## config.mk

```make
export PLATFORM = sky130hd
export DESIGN_NAME = mole_round_controller
export DESIGN_NICKNAME = d
export VERILOG_FILES = /design/src/rtl/mole_round_controller_pkg.sv /design/src/rtl/mole_round_controller_timer.sv /design/src/rtl/mole_round_controller.sv
export SDC_FILE = /design/constraint.sdc
export NUM_CORES = 1
export LEC_CHECK = 0
export ABC_AREA = 1
export BUFFER_PORTS_ARGS = -buffer_cell sky130_fd_sc_hd__clkbuf_2
export CORE_ASPECT_RATIO = 2
export CORE_MARGIN = 2
export CORE_UTILIZATION = 50
export DETAILED_ROUTE_END_ITERATION = 6
export MAX_ROUTING_LAYER = met4
export PLACE_DENSITY = 0.72
export REMOVE_ABC_BUFFERS = 1
export SETUP_SLACK_MARGIN = 0.02
export SLEW_MARGIN = 20
export SYNTH_ARGS = -nofsm -noshare
export SYNTH_HDL_FRONTEND = slang
export SYNTH_HIERARCHICAL = 1
export SYNTH_SLANG_ARGS = --single-unit
```

## constraint.sdc

```tcl
create_clock -name clock -period 2.3 [get_ports clock]
set_input_delay 0 -clock clock [delete_from_list [all_inputs] [get_ports clock]]
set_output_delay 0 -clock clock [all_outputs]
set_load 0.02 [all_outputs]
```

## src/rtl/mole_round_controller_pkg.sv

```systemverilog
// Shared definitions for the whack-a-mole round sequencer: FSM states,
// score/image constants and the hole-picking rule.
package mole_round_controller_pkg;

    typedef enum logic [2:0] {
        ST_IDLE      = 3'd0,
        ST_DOWN      = 3'd1,
        ST_PICK      = 3'd2,
        ST_UP        = 3'd3,
        ST_ROUND_END = 3'd4,
        ST_DONE      = 3'd5
    } state_e;

    localparam logic [7:0] SCORE_MAX = 8'd255;
    localparam logic [3:0] NO_MOLE   = 4'b0000;

    // Never show the same hole twice in a row: step to the next hole
    // (3 wraps to 0) when the random pick repeats the previous one.
    function automatic logic [1:0] pick_hole(input logic [1:0] raw, input logic [1:0] prev);
        logic [1:0] idx;
        idx = raw;
        if (raw == prev) begin
            idx = raw + 2'd1;
        end
        return idx;
    endfunction

endpackage

```

## src/rtl/mole_round_controller_timer.sv

```systemverilog
// Phase timer for the mole sequencer: loadable down-counter that stops at
// zero. done_o is high whenever the count has reached zero.
module mole_phase_timer #(
    parameter int TMR_W = 25
) (
    input  logic             clock,
    input  logic             resetn,
    input  logic             load_i,
    input  logic [TMR_W-1:0] load_val_i,
    input  logic             dec_i,
    output logic             done_o
);

    logic [TMR_W-1:0] cnt_q;
    logic [TMR_W-1:0] cnt_d;

    // Load has priority; decrement is ignored once the count is zero.
    always_comb begin
        cnt_d = cnt_q;
        if (load_i) begin
            cnt_d = load_val_i;
        end else if (dec_i && (cnt_q != '0)) begin
            cnt_d = cnt_q - TMR_W'(1);
        end
    end

    // Count register.
    always_ff @(posedge clock or negedge resetn) begin
        if (!resetn) begin
            cnt_q <= '0;
        end else begin
            cnt_q <= cnt_d;
        end
    end

    assign done_o = (cnt_q == '0);

endmodule

```

## src/rtl/mole_round_controller.sv

```systemverilog
// Whack-a-mole game sequencer: runs ROUNDS rounds of down time, hole pick,
// mole up until hit or timeout, then scoring. All outputs are registered.
module mole_round_controller
    import mole_round_controller_pkg::*;
#(
    parameter int NUM_HOLES   = 4,
    parameter int UP_CYCLES   = 25000000,
    parameter int DOWN_CYCLES = 12500000,
    parameter int ROUNDS      = 16,
    parameter int TMR_W       = 25
) (
    input  logic                 clock,
    input  logic                 resetn,
    input  logic                 play,
    input  logic [3:0]           rand_num,
    input  logic [NUM_HOLES-1:0] keys,
    output logic                 mole_up,
    output logic [NUM_HOLES-1:0] mole_sel,
    output logic                 hit,
    output logic                 miss,
    output logic [7:0]           score,
    output logic [7:0]           rounds_left,
    output logic                 game_over
);

    localparam logic [TMR_W-1:0] DOWN_LOAD  = TMR_W'(DOWN_CYCLES - 1);
    localparam logic [TMR_W-1:0] UP_LOAD    = TMR_W'(UP_CYCLES - 1);
    localparam logic [7:0]       ROUND_LOAD = 8'(ROUNDS);

    state_e                 state_q, state_d;
    logic                   play_q;
    logic [NUM_HOLES-1:0]   keys_q;
    logic [1:0]             prev_idx_q, prev_idx_d;
    logic                   mole_up_q, mole_up_d;
    logic [NUM_HOLES-1:0]   mole_sel_q, mole_sel_d;
    logic                   hit_q, hit_d;
    logic                   miss_q, miss_d;
    logic [7:0]             score_q, score_d;
    logic [7:0]             rounds_q, rounds_d;
    logic                   game_over_q, game_over_d;

    logic                   play_rise;
    logic [NUM_HOLES-1:0]   key_rise;
    logic                   tmr_load;
    logic [TMR_W-1:0]       tmr_val;
    logic                   tmr_dec;
    logic                   tmr_done;
    logic [1:0]             unusedRandBits;

    assign play_rise      = play & ~play_q;
    assign key_rise       = keys & ~keys_q;
    assign unusedRandBits = rand_num[3:2];

    mole_phase_timer #(
        .TMR_W (TMR_W)
    ) u_timer (
        .clock      (clock),
        .resetn     (resetn),
        .load_i     (tmr_load),
        .load_val_i (tmr_val),
        .dec_i      (tmr_dec),
        .done_o     (tmr_done)
    );

    // Next-state, timer control and registered-output values for the game FSM.
    always_comb begin
        state_d    = state_q;
        prev_idx_d = prev_idx_q;
        mole_sel_d = mole_sel_q;
        score_d    = score_q;
        rounds_d   = rounds_q;
        hit_d      = 1'b0;
        miss_d     = 1'b0;
        tmr_load   = 1'b0;
        tmr_val    = DOWN_LOAD;
        tmr_dec    = 1'b0;

        if ((state_q != ST_IDLE) && !play) begin
            state_d    = ST_IDLE;
            mole_sel_d = NO_MOLE;
        end else begin
            case (state_q)
                ST_IDLE: begin
                    if (play_rise) begin
                        state_d  = ST_DOWN;
                        score_d  = 8'd0;
                        rounds_d = ROUND_LOAD;
                        tmr_load = 1'b1;
                        tmr_val  = DOWN_LOAD;
                    end
                end
                ST_DOWN: begin
                    if (tmr_done) begin
                        state_d = ST_PICK;
                    end else begin
                        tmr_dec = 1'b1;
                    end
                end
                ST_PICK: begin
                    prev_idx_d = pick_hole(rand_num[1:0], prev_idx_q);
                    mole_sel_d = NUM_HOLES'(1) << prev_idx_d;
                    tmr_load   = 1'b1;
                    tmr_val    = UP_LOAD;
                    state_d    = ST_UP;
                end
                ST_UP: begin
                    if (key_rise[prev_idx_q]) begin
                        hit_d      = 1'b1;
                        mole_sel_d = NO_MOLE;
                        state_d    = ST_ROUND_END;
                        if (score_q != SCORE_MAX) begin
                            score_d = score_q + 8'd1;
                        end
                    end else if (tmr_done) begin
                        miss_d     = 1'b1;
                        mole_sel_d = NO_MOLE;
                        state_d    = ST_ROUND_END;
                    end else begin
                        tmr_dec = 1'b1;
                    end
                end
                ST_ROUND_END: begin
                    rounds_d = rounds_q - 8'd1;
                    if (rounds_d == 8'd0) begin
                        state_d = ST_DONE;
                    end else begin
                        state_d  = ST_DOWN;
                        tmr_load = 1'b1;
                        tmr_val  = DOWN_LOAD;
                    end
                end
                ST_DONE: begin
                    state_d = ST_DONE;
                end
                default: begin
                    state_d = ST_IDLE;
                end
            endcase
        end

        mole_up_d   = (state_d == ST_UP);
        game_over_d = (state_d == ST_DONE);
    end

    // State, edge-detect history, counters and registered outputs.
    always_ff @(posedge clock or negedge resetn) begin
        if (!resetn) begin
            state_q     <= ST_IDLE;
            play_q      <= 1'b0;
            keys_q      <= '0;
            prev_idx_q  <= 2'd0;
            mole_up_q   <= 1'b0;
            mole_sel_q  <= '0;
            hit_q       <= 1'b0;
            miss_q      <= 1'b0;
            score_q     <= 8'd0;
            rounds_q    <= 8'd0;
            game_over_q <= 1'b0;
        end else begin
            state_q     <= state_d;
            play_q      <= play;
            keys_q      <= keys;
            prev_idx_q  <= prev_idx_d;
            mole_up_q   <= mole_up_d;
            mole_sel_q  <= mole_sel_d;
            hit_q       <= hit_d;
            miss_q      <= miss_d;
            score_q     <= score_d;
            rounds_q    <= rounds_d;
            game_over_q <= game_over_d;
        end
    end

    assign mole_up     = mole_up_q;
    assign mole_sel    = mole_sel_q;
    assign hit         = hit_q;
    assign miss        = miss_q;
    assign score       = score_q;
    assign rounds_left = rounds_q;
    assign game_over   = game_over_q;

endmodule

```

* Word-level counts from Yosys, hierarchy flattened
Index checks and enable logic that the tools add are counted.
** Storage, ports and cells
- Latch bits :: 0
- Memories kept :: 0
- ROM bits :: 0
- Register bits :: 59
- Memory bits (writable) :: 0
- Output and inout port bits :: 24
** Operators by class
- Multiplexer cells :: 41
- Multiply operators :: 0
- Magnitude comparators :: 1
- Bitwise operators :: 5
- Shifts and indexed selects :: 1
- Add/subtract/negate cells :: 4
- Reduce and logical (&&, ||, !) cells :: 16
- Divide/modulo/power cells :: 0
- Eq/ne operators :: 13
** Operators with widths (count)
- $mux 25 :: 4
- $mux 8 :: 4
- $pmux 8 s2 :: 2
- $logic_not 25->1 :: 1
- $reduce_bool 25->1 :: 1
- $sub 25x1->25 const B :: 1
- $mux 3 :: 6
- $pmux 3 s6 :: 1
- $mux 1 :: 14
- $mux 4 :: 3
- $eq 3x2->1 const B :: 3
- $eq 3x3->1 const B :: 3
- $add 8x1->8 const B :: 1
- $logic_not 8->1 :: 1
- $ne 8x8->1 const B :: 1
- $pmux 4 s2 :: 1
- $sub 8x1->8 const B :: 1
- $mux 2 :: 3
- $ne 2x2->1 const B :: 3
- $reduce_bool 2->1 :: 3
- $reduce_bool 3->1 :: 2
- $reduce_and 5->1 :: 1
- $and 4x4->4 :: 1
- $ne 4x4->1 const B :: 1
- other kinds (16) :: 19

* Depth between registers and ports, before layout
Gate-level depths: netlist of run 1.
- Depth in word-level cells :: 10
- Mapped depth :: 17

* Cells and area by module
The synthesis of run 1 kept the hierarchy.
** By module, submodules not included
- mole_phase_timer :: cells an instance 298, times used 1, area an instance 1935.6 µm², seq. area each 625.6 µm²
- mole_round_controller :: cells an instance 247, times used 1, area an instance 1911.8 µm², seq. area each 850.8 µm²

* Worst setup path before layout of run 1
OpenSTA, ideal clock, no wires.
- Kind :: reg-to-reg
- From :: register rounds_q[0] (netlist: rounds_left[0])
- To :: register u_timer.cnt_q[5]
- Setup time :: 0.117 ns
- Data arrival time :: 2.142 ns
- Buffers on the path :: 2
- Path slack :: 0.042 ns
- Required time :: 2.183 ns
- Cell stages (with the launch flop) :: 16
- Path through :: dfrtp_1 > inv_1 > ha_1 > nand3_1 > nor2_1 > nand2_1 > nand2_1 > nor2_1 > nand2_1 > nand3_1 > nand2_1 > clkbuf_1 > buf_2 > o21ai_0 > nand2_1 > nand2_1
** Between the ends
- Longest elaborated chain between the ends :: 6
- Elaborated cells on any way between the ends :: 7
- Those cells by class :: 1 x add/sub; 4 x mux; 2 x reduce/logical
** RTL lines
- start: declaration :: line mole_round_controller.sv:39 : logic [7:0] rounds_q, rounds_d;
- start signal: assignment :: line mole_round_controller.sv:169 : rounds_q <= rounds_d;
- $sub 8x1->8 * :: line mole_round_controller.sv:123 : rounds_d = rounds_q - 8'd1;
- $logic_not 8->1 * :: line mole_round_controller.sv:124 : if (rounds_d == 8'd0) begin
- $mux 1 * :: line mole_round_controller.sv:124
- $pmux 1 s3 * :: line mole_round_controller.sv:82 : case (state_q)
- $mux 1 * :: line mole_round_controller.sv:78 : if ((state_q != ST_IDLE) && !play) begin
- via tmr_load :: line mole_round_controller.sv:44 : logic tmr_load;
- $mux 25 or $reduce_bool 2->1 (tied branches)
- end signal: assignment :: line mole_round_controller_timer.sv:32 : cnt_q <= cnt_d;
- end: declaration :: line mole_round_controller_timer.sv:14 : logic [TMR_W-1:0] cnt_q;
The timed path passes the listed nets; every way through them passes the cells marked *.
A chain may end at the register's enable or synchronous reset.

* Worst setup path in the final report of run 1
- From :: register u_timer.cnt_q[0]
- To :: register u_timer.cnt_q[24]
** Between the ends
- Longest elaborated chain between the ends :: 7
- Elaborated cells on any way between the ends :: 11
- Those cells by class :: 1 x add/sub; 6 x mux; 4 x reduce/logical
** RTL lines
- $logic_not 25->1 * :: line mole_round_controller_timer.sv:36 : assign done_o = (cnt_q == '0);
- via tmr_done :: line mole_round_controller.sv:47 : logic tmr_done;
- $mux 1 * :: line mole_round_controller.sv:93, mole_round_controller.sv:114
- $mux 1 :: line mole_round_controller.sv:107 : if (key_rise[prev_idx_q]) begin
- $pmux 1 s2 * :: line mole_round_controller.sv:82
- $mux 1 * :: line mole_round_controller.sv:78
- via tmr_dec :: line mole_round_controller.sv:46 : logic tmr_dec;
- $logic_and 1x1->1 * :: line mole_round_controller_timer.sv:22 : end else if (dec_i && (cnt_q != '0)) begin
- $reduce_bool 2->1 (no source line) *
The timed path passes the listed nets; every way through them passes the cells marked *. The select of a mux whose other input is x is not followed.

==> results of run 1 <==
## worst reg2reg max path: cells and delay by family (launching register included)
| family | cells | cell delay, ns |
|---|---|---|
| fa+ha+maj | 1 | 0.22 |
| simple gates | 9 | 0.75 |
| compound gates | 1 | 0.25 |
| buf+inv | 5 | 0.49 |
| flops | 1 | 0.33 |
## layout by cell type, fill, tap and decap left out, drive strengths merged, types with 13 or more instances in the layout
master,Yosys,layout
nand4,13,13
nand2,178,178
nor2,74,74
clkbuf,2,41
buf,11,13
o21ai,30,30
inv,58,57
dfrtp,59,59
conb,2,16
nand3,81,81
## cell usage after synthesis (2+ instances only)
cell type and instances:
nor2_2 11, xnor2_1 7, nand4_1 12, buf_6 2, xor2_1 4, clkbuf_1 2, a21oi_1 7, nand3b_1 6
o21ai_0 7, nand2_2 7, nand3_1 79, buf_2 4, nor2_1 57, nand2_1 170, inv_1 50, o21ai_1 15
nor2_4 6, conb_1 2, o21ai_2 8, ha_1 5, buf_4 3, inv_2 8, dfrtp_1 59
## through the flow
stage / worst slack (ns) / setup TNS (ns) / util
floorplan: -0.394 / -7.11 / -
global placement: 0.149 / 0 / 0.557
detailed placement: 0.105 / 0 / 0.557
CTS: 0.0354 / 0 / 0.604
global route: 0.0113 / 0 / 0.610
finish: 0.203 / 0 / 0.610
## timing repair
action | CTS | global route
hold endpoints to repair | 24 | 0
gates resized for setup | 0 | 13
endpoints found under the setup margin | 0 | 25
hold buffers | 6 | 0
## cell families (layout without fill, tap and decap cells)
logic type      Yosys count  in the layout
simple gates            356            356
flops                    59             59
buf+inv                  71            125
mux                       1              1
fa+ha+maj                 5              5
xor+xnor                 11             11
compound gates           40             40
other cells               2             16
## per-layer routing
layer	wire, um	vias up
met5	0	-
met4	533	0
met3	352	35
met2	5530	89
met1	3480	1741
li1	-	1851
## final timing paths
| path | startpoint | end | slack, ns | depth (start not counted) |
|---|---|---|---|---|
| worst max-delay path | u_timer/cnt_q[0]$_DFFE_PN0P_ | u_timer/cnt_q[24]$_DFFE_PN0P_ | 0.20 | 16 |
| worst min-delay path | rand_num[1] | prev_idx_q[1]$_DFFE_PN0P_ | 0.05 | 3 |
| worst max register to register | u_timer/cnt_q[0]$_DFFE_PN0P_ | u_timer/cnt_q[24]$_DFFE_PN0P_ | 0.20 | 16 |
| worst min register to register | mole_sel[1]$_DFFE_PN0P_ | mole_sel[1]$_DFFE_PN0P_ | 0.48 | 2 |
| max in group asynchronous | resetn | keys_q[2]$_DFF_PN0_ | 1.35 | 3 |
| min in group asynchronous | resetn | rounds_left[4]$_DFFE_PN0P_ | 0.19 | 2 |
## layout make-up
| cell class | count | share of cell area |
|---|---|---|
| clock buffers | 9 | 0.0489 |
| clock inverters | 7 | 0.0149 |
| inverters | 58 | 0.0484 |
| multi-input cells | 429 | 0.464 |
| flip-flops and latches | 59 | 0.321 |
| well taps | 94 | 0.0255 |
| repair buffers | 51 | 0.0780 |
## registers in the layout, summed over array words and instances, names as in the netlist
register	count
score	8
rounds_left	8
prev_idx_q	2
keys_q	4
mole_up	1
miss	1
play_q	1
mole_sel	4
hit	1
u_timer/cnt_q	25
game_over	1
state_q	3
## where the power goes
| part | switching [mW] | total [mW] | internal, mW |
|---|---|---|---|
| clock | 0.482 | 1.31 | 0.832 |
| combinational | 1.33 | 2.04 | 0.710 |
| sequential | 0.296 | 1.58 | 1.28 |
| total | 2.11 | 4.93 | 2.82 |
==> flow_metrics.py, run 1 <==
metrics = {
    "yosys": {
        "synthCells": 545,
        "synthAdderAreaFrac": 0.0163,
        "synth_compound_area_frac": 0.0618,
        "ys.flop_type": "dfrtp_1",
        "yosys.area.top_type": "dfrtp_1",
        "synthArstFlopShare": 1.00,
        "synth-xor-area-share": 0.0250,
        "synth_top_family_by_area": "simple AND/OR/NAND/NOR gates",
        "yosysSeqAreaShare": 0.384,
        "synth_edf_count": 0,
        "ys_ff_latch": 59,
        "synth_area_leaders": "dfrtp_1, nand2_1, nand3_1, nor2_1, inv_1",
        "netlist_area_um2": 3850,
        "synthesis.area_per_instance_um2": 7.06,
        "synth_cell_types": 37,
        "yosysTopAreaCellShare": 0.384,
        "synthMuxAreaShare": 0.00260,
        "synth_warnings": 6,
        "synth-simple-area-share": 0.424,
    },
    "setup_path": {
        "path_common_cell": "inv_1",
        "path_delay_family": "simple AND/OR/NAND/NOR gates",
        "cp_slowest_stage_delay_ns": 0.33,
        "cp.required_ns": 2.57,
        "arrival_ns": 2.37,
        "cp_cell_sequence": "inv_1, ha_1, inv_1, nor2_1, nand2_1, nor2_2, nand3_4, inv_1, inv_1, nand3_2, a21oi_2, nand2_4, nor2_4, buf_12, nand3_1, nand2_1",
        "worstSetupPathType": "flop to flop",
        "worstPathMaxFanout": 15,
        "crit_path_start_kind": "flop",
        "slowest_stage": "dfrtp_1",
        "cp-end-kind": "flop",
        "cp.buffers_inverters": 5,
    },
    "clocking": {
        "worstSkewPairLatency_ns": 0.33,
        "cts_buffer_depth": 2,
        "clk_pin_slew_ns": 0.05,
        "cts_tree": "yes",
        "cts_max_level": 3,
        "cts_buffers": 9,
        "clock_sinks": 59,
        "cts_setup_buffers": 0,
        "cts_root_buf": "clkbuf_16",
    },
    "grt": {
        "grt_use_met3": 0.0509,
        "first_global_vias": 3631,
        "antenna_found_initial": 0,
        "use_met1": 0.236,
        "grt_max_degree": 30,
        "overflow": 0,
        "grt_pass1_wl_mm": 16.2,
        "top_usage_layer": "met2",
        "grt_use_total": 0.258,
        "grtUsageMet2": 0.474,
    },
    "placed_design": {
        "placed_cells": 685,
        "postPlaceCellArea_um2": 4210,
        "numPortBuffers": 32,
        "dp_hpwl_mm": 7.38,
        "gp_congestion": 0.899,
    },
    "finish": {
        "nFillCells": 703,
        "drive_above_1_share": 0.186,
        "multiInputGateArea_um2": 2130,
        "design_area_um2": 4600,
        "syn_to_final_growth_pct": 19.7,
        "seq_area_um2": 1480,
        "fin_cells": 707,
        "num_antenna_cells": 0,
        "nets": 624,
    },
    "floorplanning": {
        "num_rows": 45,
        "dieArea_um2": 8450,
        "fp.dieW_um": 66.0,
        "die_h_um": 128,
        "pin_count": 35,
        "core_area_um2": 7540,
        "initial_core_util": 0.510,
    },
    "timing": {
        "hold_viol_final": 0,
        "setup_viol": 0,
        "holdWs_ns": 0.0453,
        "min_period_over_period": 0.912,
        "relSlewSlack": 0.621,
        "fin_crit_ns": 2.10,
        "fmax_mhz": 477,
        "slew_viol_final": 0,
        "worst_pin_slew_ns": 0.568,
        "skew_ns": 0.00523,
        "rsz0062_at_grt": "true",
    },
    "drt": {
        "viasPerCell": 5.26,
        "route.detailed.drc": 0,
        "drt_wl_total_mm": 9.90,
        "vias": 3716,
        "drt_iter0_drc": 222,
        "wl_per_cell_um": 14.0,
        "dr.pass1.iters": 4,
        "final_antenna_net_count": 0,
    },
    "power": {
        "p_total_mw": 4.93,
        "power_density_nw_per_um2": 1070,
        "peakVddDrop_mv": 0.582,
        "power.leakage_nw": 2.32,
    },
    "run": {
        "cap_violations": 0,
    },
    "outcome": {
        "status": "finished, final reports clean",
    },
    "worst_hold_path": {
        "hold_path.class": "input pin to flop",
    },
}
(Power assumes the default switching activity.)
==> inputs of run 2 (changes only) <==
==> constraint.sdc (replaced) <==
create_clock -name clock -period 2.3 [get_ports clock]
set_input_delay 0.115 -clock clock [delete_from_list [all_inputs] [get_ports clock]]
set_output_delay 0.115 -clock clock [all_outputs]
set_load 0.02 [all_outputs]
==> flow_metrics.py, run 2 (synthesis results as in run 1) <==
metrics = {
    "finish": {
        "largest_reg_flops": 25,
        "nFillCells": 693,
        "largest_register": "u_timer/cnt_q",
        "num_antenna_cells": 0,
        "syn_to_final_growth_pct": 20.8,
        "final_cell_mix": "nand2_1, nand3_1, dfrtp_1",
        "nets": 628,
        "drive_above_1_share": 0.190,
        "final_core_util": 0.616,
        "layout_commonest_cell": "nand2_1",
    },
    "grt": {
        "grt_max_degree": 60,
        "overflow": 0,
        "grt_pass1_wl_mm": 16.4,
        "antenna_found_initial": 0,
        "first_global_vias": 3713,
        "grt_use_total": 0.258,
    },
    "timing": {
        "fin_crit_ns": 2.11,
        "relSlewSlack": 0.484,
        "fmax_mhz": 474,
        "worst_pin_slew_ns": 0.773,
        "rsz0062_at_grt": "false",
        "hold_viol_final": 0,
        "setup_viol": 0,
        "skew_ns": 0.00463,
        "worst_slack_ns": 0.189,
        "min_period_over_period": 0.918,
        "slew_viol_final": 0,
    },
    "placed_design": {
        "dp_hpwl_mm": 7.11,
        "gp_congestion": 0.906,
        "numPortBuffers": 32,
        "pre_cts_slack_ns": 0.0471,
    },
    "setup_path": {
        "crit_path_start_kind": "flop",
        "worstPathMaxFanout": 15,
        "r2r_end": "u_timer/cnt_q[3]$_DFFE_PN0P_",
        "arrival_ns": 2.37,
        "reg2reg_depth": 16,
        "r2r_slack_ns": 0.19,
        "worstSetupPathType": "flop to flop",
        "cp.required_ns": 2.56,
        "cp-end-kind": "flop",
        "reg2reg_from": "u_timer/cnt_q[0]$_DFFE_PN0P_",
    },
    "power": {
        "peakVddDrop_mv": 0.497,
        "power_density_nw_per_um2": 1070,
        "power.leakage_nw": 2.35,
    },
    "floorplanning": {
        "dieArea_um2": 8450,
        "num_rows": 45,
        "core_area_um2": 7540,
        "pin_count": 35,
        "initial_core_util": 0.510,
        "die_h_um": 128,
        "fp.dieW_um": 66.0,
    },
    "clocking": {
        "cts_buffers": 9,
        "cts_root_buf": "clkbuf_16",
        "worstSkewPairLatency_ns": 0.33,
        "cts_buffer_depth": 2,
        "clock_sinks": 59,
        "cts_tree": "yes",
        "cts_max_level": 3,
        "clk_pin_slew_ns": 0.05,
    },
    "drt": {
        "final_antenna_net_count": 0,
        "drt_iter0_drc": 287,
        "route.detailed.drc": 0,
        "drt_wl_total_mm": 9.77,
        "vias": 3770,
        "viasPerCell": 5.30,
        "wl_per_cell_um": 13.7,
        "dr.pass1.iters": 4,
    },
    "worst_hold_path": {
        "holdPathStages": 3,
        "hold_path_end": "prev_idx_q[1]$_DFFE_PN0P_",
        "hold_path.class": "input pin to flop",
        "min_from": "rand_num[1]",
    },
    "run": {
        "cap_violations": 0,
    },
    "outcome": {
        "status": "finished, final reports clean",
    },
}
run 2: cell types whose count changed in the layout (fill, tap and decap cells not counted):
cell / previous run / this run
inv_1: 48 / 47
nand2_2: 7 / 6
nand3_1: 77 / 79
nand2_4: 2 / 3
inv_2: 9 / 10
nand3_2: 3 / 1
clkbuf_16: 9 / 10
buf_4: 9 / 12
run 2: what timing repair did:
action	in CTS	in global routing
gates resized for setup	0	13
buffers inserted	0	4
endpoints found under the setup margin	0	25
hold endpoints to repair	64	0
hold buffers	6	0
run 2: worst max path at each step:
stage                                            start  slack [ns]  depth (start not counted)                            end
final                     u_timer/cnt_q[0]$_DFFE_PN0P_        0.19                         16   u_timer/cnt_q[3]$_DFFE_PN0P_
after global routing      u_timer/cnt_q[0]$_DFFE_PN0P_        0.02                         16   u_timer/cnt_q[2]$_DFFE_PN0P_
after CTS                 u_timer/cnt_q[0]$_DFFE_PN0P_        0.03                         15   u_timer/cnt_q[0]$_DFFE_PN0P_
after detailed placement  u_timer/cnt_q[0]$_DFFE_PN0P_        0.05                         15  u_timer/cnt_q[15]$_DFFE_PN0P_
after global placement    u_timer/cnt_q[0]$_DFFE_PN0P_        0.14                         15  u_timer/cnt_q[12]$_DFFE_PN0P_
after floorplan             rounds_left[0]$_DFFE_PN0P_       -0.39                         15   u_timer/cnt_q[6]$_DFFE_PN0P_
run 2: final cells by class:
| class | count | area, um^2 | share of cell area |
|---|---|---|---|
| clock inverters | 7 | 68.8 | 0.0148 |
| clock buffers | 9 | 225 | 0.0485 |
| well taps | 94 | 118 | 0.0253 |
| multi-input cells | 429 | 2130 | 0.458 |
| flip-flops and latches | 59 | 1480 | 0.318 |
| inverters | 58 | 223 | 0.0479 |
| repair buffers | 55 | 407 | 0.0875 |
run 2: layer usage:
| layer | vias up | wire length (um) | track usage |
|---|---|---|---|
| met1 | 1760 | 3470 | 0.249 |
| met3 | 42 | 282 | 0.0465 |
| met5 | - | 0 | - |
| met4 | 0 | 587 | 0.170 |
| met2 | 90 | 5420 | 0.454 |
| li1 | 1878 | - | - |
run 2: per-stage QoR:
stage	power (mW)	hold WS (ns)	setup TNS (ns)	instance area [um^2]	cells
floorplan	2.97	-0.181	-7.11	3790	546
global placement	3.50	0.241	0	4200	684
detailed placement	3.58	0.241	0	4200	684
CTS	4.93	0.217	0	4550	706
global route	5.37	0.244	0	4650	711
finish	4.99	0.224	0	4650	711
run 2: worst max-delay path, cell delays in order, from the launching register on:
cell,delay (ns)
dfrtp_1,0.37
inv_2,0.07
ha_1,0.19
inv_1,0.05
nor2_1,0.03
nand2_1,0.07
nor2_2,0.05
nand3_4,0.07
inv_1,0.05
inv_1,0.12
nand4_1,0.14
a21oi_2,0.25
nand2_4,0.15
nor2_4,0.14
buf_12,0.15
nand2_1,0.06
nand3_1,0.07
run 2: power by group:
part	switching, mW	internal, mW	total, mW
Combinational	1.35	0.743	2.09
Sequential	0.294	1.28	1.58
Clock	0.490	0.833	1.32
==> inputs of run 3 (changes only) <==
--- a/config.mk
+++ b/config.mk
@@ -5,14 +5,13 @@
 export SDC_FILE = /design/constraint.sdc
 export NUM_CORES = 1
 export LEC_CHECK = 0
-export ABC_AREA = 1
 export BUFFER_PORTS_ARGS = -buffer_cell sky130_fd_sc_hd__clkbuf_2
 export CORE_ASPECT_RATIO = 2
 export CORE_MARGIN = 2
-export CORE_UTILIZATION = 50
+export CORE_UTILIZATION = 53
 export DETAILED_ROUTE_END_ITERATION = 6
 export MAX_ROUTING_LAYER = met4
-export PLACE_DENSITY = 0.72
+export PLACE_DENSITY = 0.76
 export REMOVE_ABC_BUFFERS = 1
 export SETUP_SLACK_MARGIN = 0.02
 export SLEW_MARGIN = 20
==> flow_metrics.py, run 3 <==
metrics = {
    "outcome": {
        "status": "finished with violations",
        "violations": "negative setup slack",
    },
    "timing": {
        "hold_viol_final": 0,
        "holdWs_ns": 0.0365,
        "relSlewSlack": 0.547,
        "slew_viol_final": 0,
        "rsz0062_at_grt": "true",
        "worst_slack_ns": -0.268,
        "worst_pin_slew_ns": 0.679,
        "fmax_mhz": 389,
        "fin_crit_ns": 2.57,
        "skew_ns": 0.00471,
        "setup_viol": 21,
        "min_period_over_period": 1.12,
    },
    "grt": {
        "grt_pass1_wl_mm": 15.6,
        "antenna_found_initial": 0,
        "grt_max_degree": 37,
        "first_global_vias": 3358,
        "overflow": 0,
        "grt_use_total": 0.298,
    },
    "drt": {
        "dr.pass1.iters": 4,
        "route.detailed.drc": 0,
        "viasPerCell": 5.78,
        "wl_per_cell_um": 17.5,
        "final_antenna_net_count": 0,
        "vias": 3347,
        "drt_iter0_drc": 177,
        "drt_wl_total_mm": 10.2,
    },
    "worst_hold_path": {
        "hold_path.class": "input pin to flop",
        "min_from": "keys[3]",
    },
    "setup_path": {
        "critical_path.startpoint": "prev_idx_q[1]$_DFFE_PN0P_",
        "arrival_ns": 2.83,
        "cp.required_ns": 2.56,
        "worstSetupPathType": "flop to flop",
        "crit_path_start_kind": "flop",
        "worstPathMaxFanout": 5,
        "reg2reg_from": "prev_idx_q[1]$_DFFE_PN0P_",
        "cp-end-kind": "flop",
    },
    "clocking": {
        "clock_sinks": 59,
        "cts_buffers": 9,
        "cts_root_buf": "clkbuf_16",
        "clk_pin_slew_ns": 0.05,
        "worstSkewPairLatency_ns": 0.33,
        "cts_tree": "yes",
        "cts_max_level": 3,
        "cts_buffer_depth": 2,
    },
    "power": {
        "seqPwrFrac": 0.384,
        "switching_power_mw": 0.889,
        "power_frac_clock": 0.396,
        "p_total_mw": 3.17,
        "power_frac_comb": 0.220,
        "internal-power_mw": 2.29,
        "power.leakage_nw": 2.23,
        "switching_share": 0.280,
        "peakVddDrop_mv": 0.700,
        "power_density_nw_per_um2": 648,
    },
    "yosys": {
        "yosysSeqAreaShare": 0.428,
        "synth_most_common_cell": "dfrtp_1",
        "ys_ff_latch": 59,
        "ys.flop_type": "dfrtp_1",
        "synthTopCellsByCount": "dfrtp_1, nand2_1, nor2_1, a21oi_1, o21ai_0",
        "synthesis.area_per_instance_um2": 9.64,
        "yosys.area.top_type": "dfrtp_1",
        "synth_warnings": 6,
        "synth_edf_count": 0,
        "synthCells": 358,
        "synth_cell_types": 65,
        "synthArstFlopShare": 1.00,
        "netlist_area_um2": 3450,
        "yosysTopAreaCellShare": 0.428,
        "synth_area_leaders": "dfrtp_1, nand2_1, xnor2_1, mux2_2, nor2_1",
    },
    "placed_design": {
        "gp_congestion": 0.918,
        "placed_cells": 548,
        "dp_hpwl_mm": 6.73,
        "numPortBuffers": 32,
        "postPlaceCellArea_um2": 4250,
    },
    "finish": {
        "multiInputGateArea_um2": 2040,
        "final_cell_mix": "buf_4, dfrtp_1, nand2_1",
        "num_antenna_cells": 0,
        "drive_above_1_share": 0.389,
        "fin_cells": 579,
        "nFillCells": 418,
        "largest_reg_flops": 25,
        "layout_commonest_cell": "buf_4",
        "largest_register": "u_timer/cnt_q",
        "design_area_um2": 4900,
        "seq_area_um2": 1480,
        "syn_to_final_growth_pct": 41.9,
        "nets": 505,
    },
    "floorplanning": {
        "pin_count": 35,
        "num_rows": 41,
        "core_area_um2": 6310,
        "die_h_um": 118,
        "fp.dieW_um": 61.1,
        "initial_core_util": 0.547,
        "dieArea_um2": 7210,
    },
    "run": {
        "cap_violations": 0,
    },
}
run 3: cell types whose count changed after synthesis, moves of 8 or more:
cell     previous run  this run
nor2_1             57        23
nor2_2             11         0
a21oi_1             7        17
mux2_2              0         9
nand2_1           170        36
inv_1              50        13
o21ai_0             7        16
nand3_1            79         6
inv_2               8         0
run 3: stage by stage:
stage	util	setup TNS (ns)	worst slack [ns]
after floorplan	-	-11.63	-0.869
after global placement	0.673	-2.79	-0.237
after detailed placement	0.673	-3.98	-0.340
after CTS	0.755	-1.88	-0.169
after global routing	0.776	-5.78	-0.367
final	0.776	-2.95	-0.268
run 3: final cells by class:
cell class | instances | share of cell area
Timing Repair Buffer | 121 | 0.192
Inverter | 13 | 0.00996
Multi-Input combinational cell | 285 | 0.417
Sequential cell | 59 | 0.301
Clock buffer | 13 | 0.0552
Clock inverter | 2 | 0.00204
Tap cell | 86 | 0.0220
run 3: per-layer routing:
metal	global-route usage	wire (um)	vias to the layer above	part of all wire
li1	-	-	1565	-
met1	0.301	3500	1639	0.35
met2	0.496	5750	102	0.57
met3	0.0547	354	41	0.035
met4	0.190	544	0	0.054
met5	-	0	-	0
run 3: power by group through the flow:
stage | Clock (mW) | Sequential, mW | Combinational, mW
after detailed placement | 0 | 1.22 | 0.602
after global placement | 0 | 1.22 | 0.587
after CTS | 1.28 | 1.21 | 0.647
after global routing | 1.32 | 1.23 | 0.757
after floorplan | 0 | 1.26 | 0.273
final | 1.26 | 1.22 | 0.699
run 3: worst paths after layout:
kind	to	slack, ns	depth (start not counted)
max	u_timer/cnt_q[21]$_DFFE_PN0P_	-0.27	9
min	keys_q[3]$_DFF_PN0_	0.04	2
max reg2reg	u_timer/cnt_q[21]$_DFFE_PN0P_	-0.27	9
min reg2reg	mole_sel[2]$_DFFE_PN0P_	0.49	2
max in group asynchronous	game_over$_DFF_PN0_	1.31	3
min in group asynchronous	u_timer/cnt_q[15]$_DFFE_PN0P_	0.36	2
run 3: kinds of logic (layout without fill, tap and decap cells):
| kind of cell | Yosys count | in the layout | share of synthesized area |
|---|---|---|---|
| AOI/OAI and AO/OA | 91 | 91 | 0.182 |
| xor gates and xnor gates | 21 | 21 | 0.0533 |
| adders and majority gates | 5 | 5 | 0.0181 |
| buffers and inverters | 28 | 149 | 0.0428 |
| DFF | 59 | 59 | 0.428 |
| muxes | 10 | 10 | 0.0337 |
| other | 2 | 16 | 0.00218 |
| and+or+nand+nor | 142 | 142 | 0.240 |
run 3: worst max-delay path, stage by stage, from the launching register on:
cell and delay, ns:
dfrtp_1 0.42, and4b_1 0.20, or4_4 0.54, a211oi_2 0.20, buf_4 0.16, and4_4 0.25, buf_4 0.13, nand3_4 0.09
or4_1 0.41, nand3_1 0.11
run 3: repair_timing:
item,4_1_cts,5_1_grt
hold buffers,4,0
gates resized for setup,33,19
endpoints found under the hold margin,26,0
pin swaps,26,15
cloned,1,1
setup buffers,7,5
setup endpoints to repair,22,27
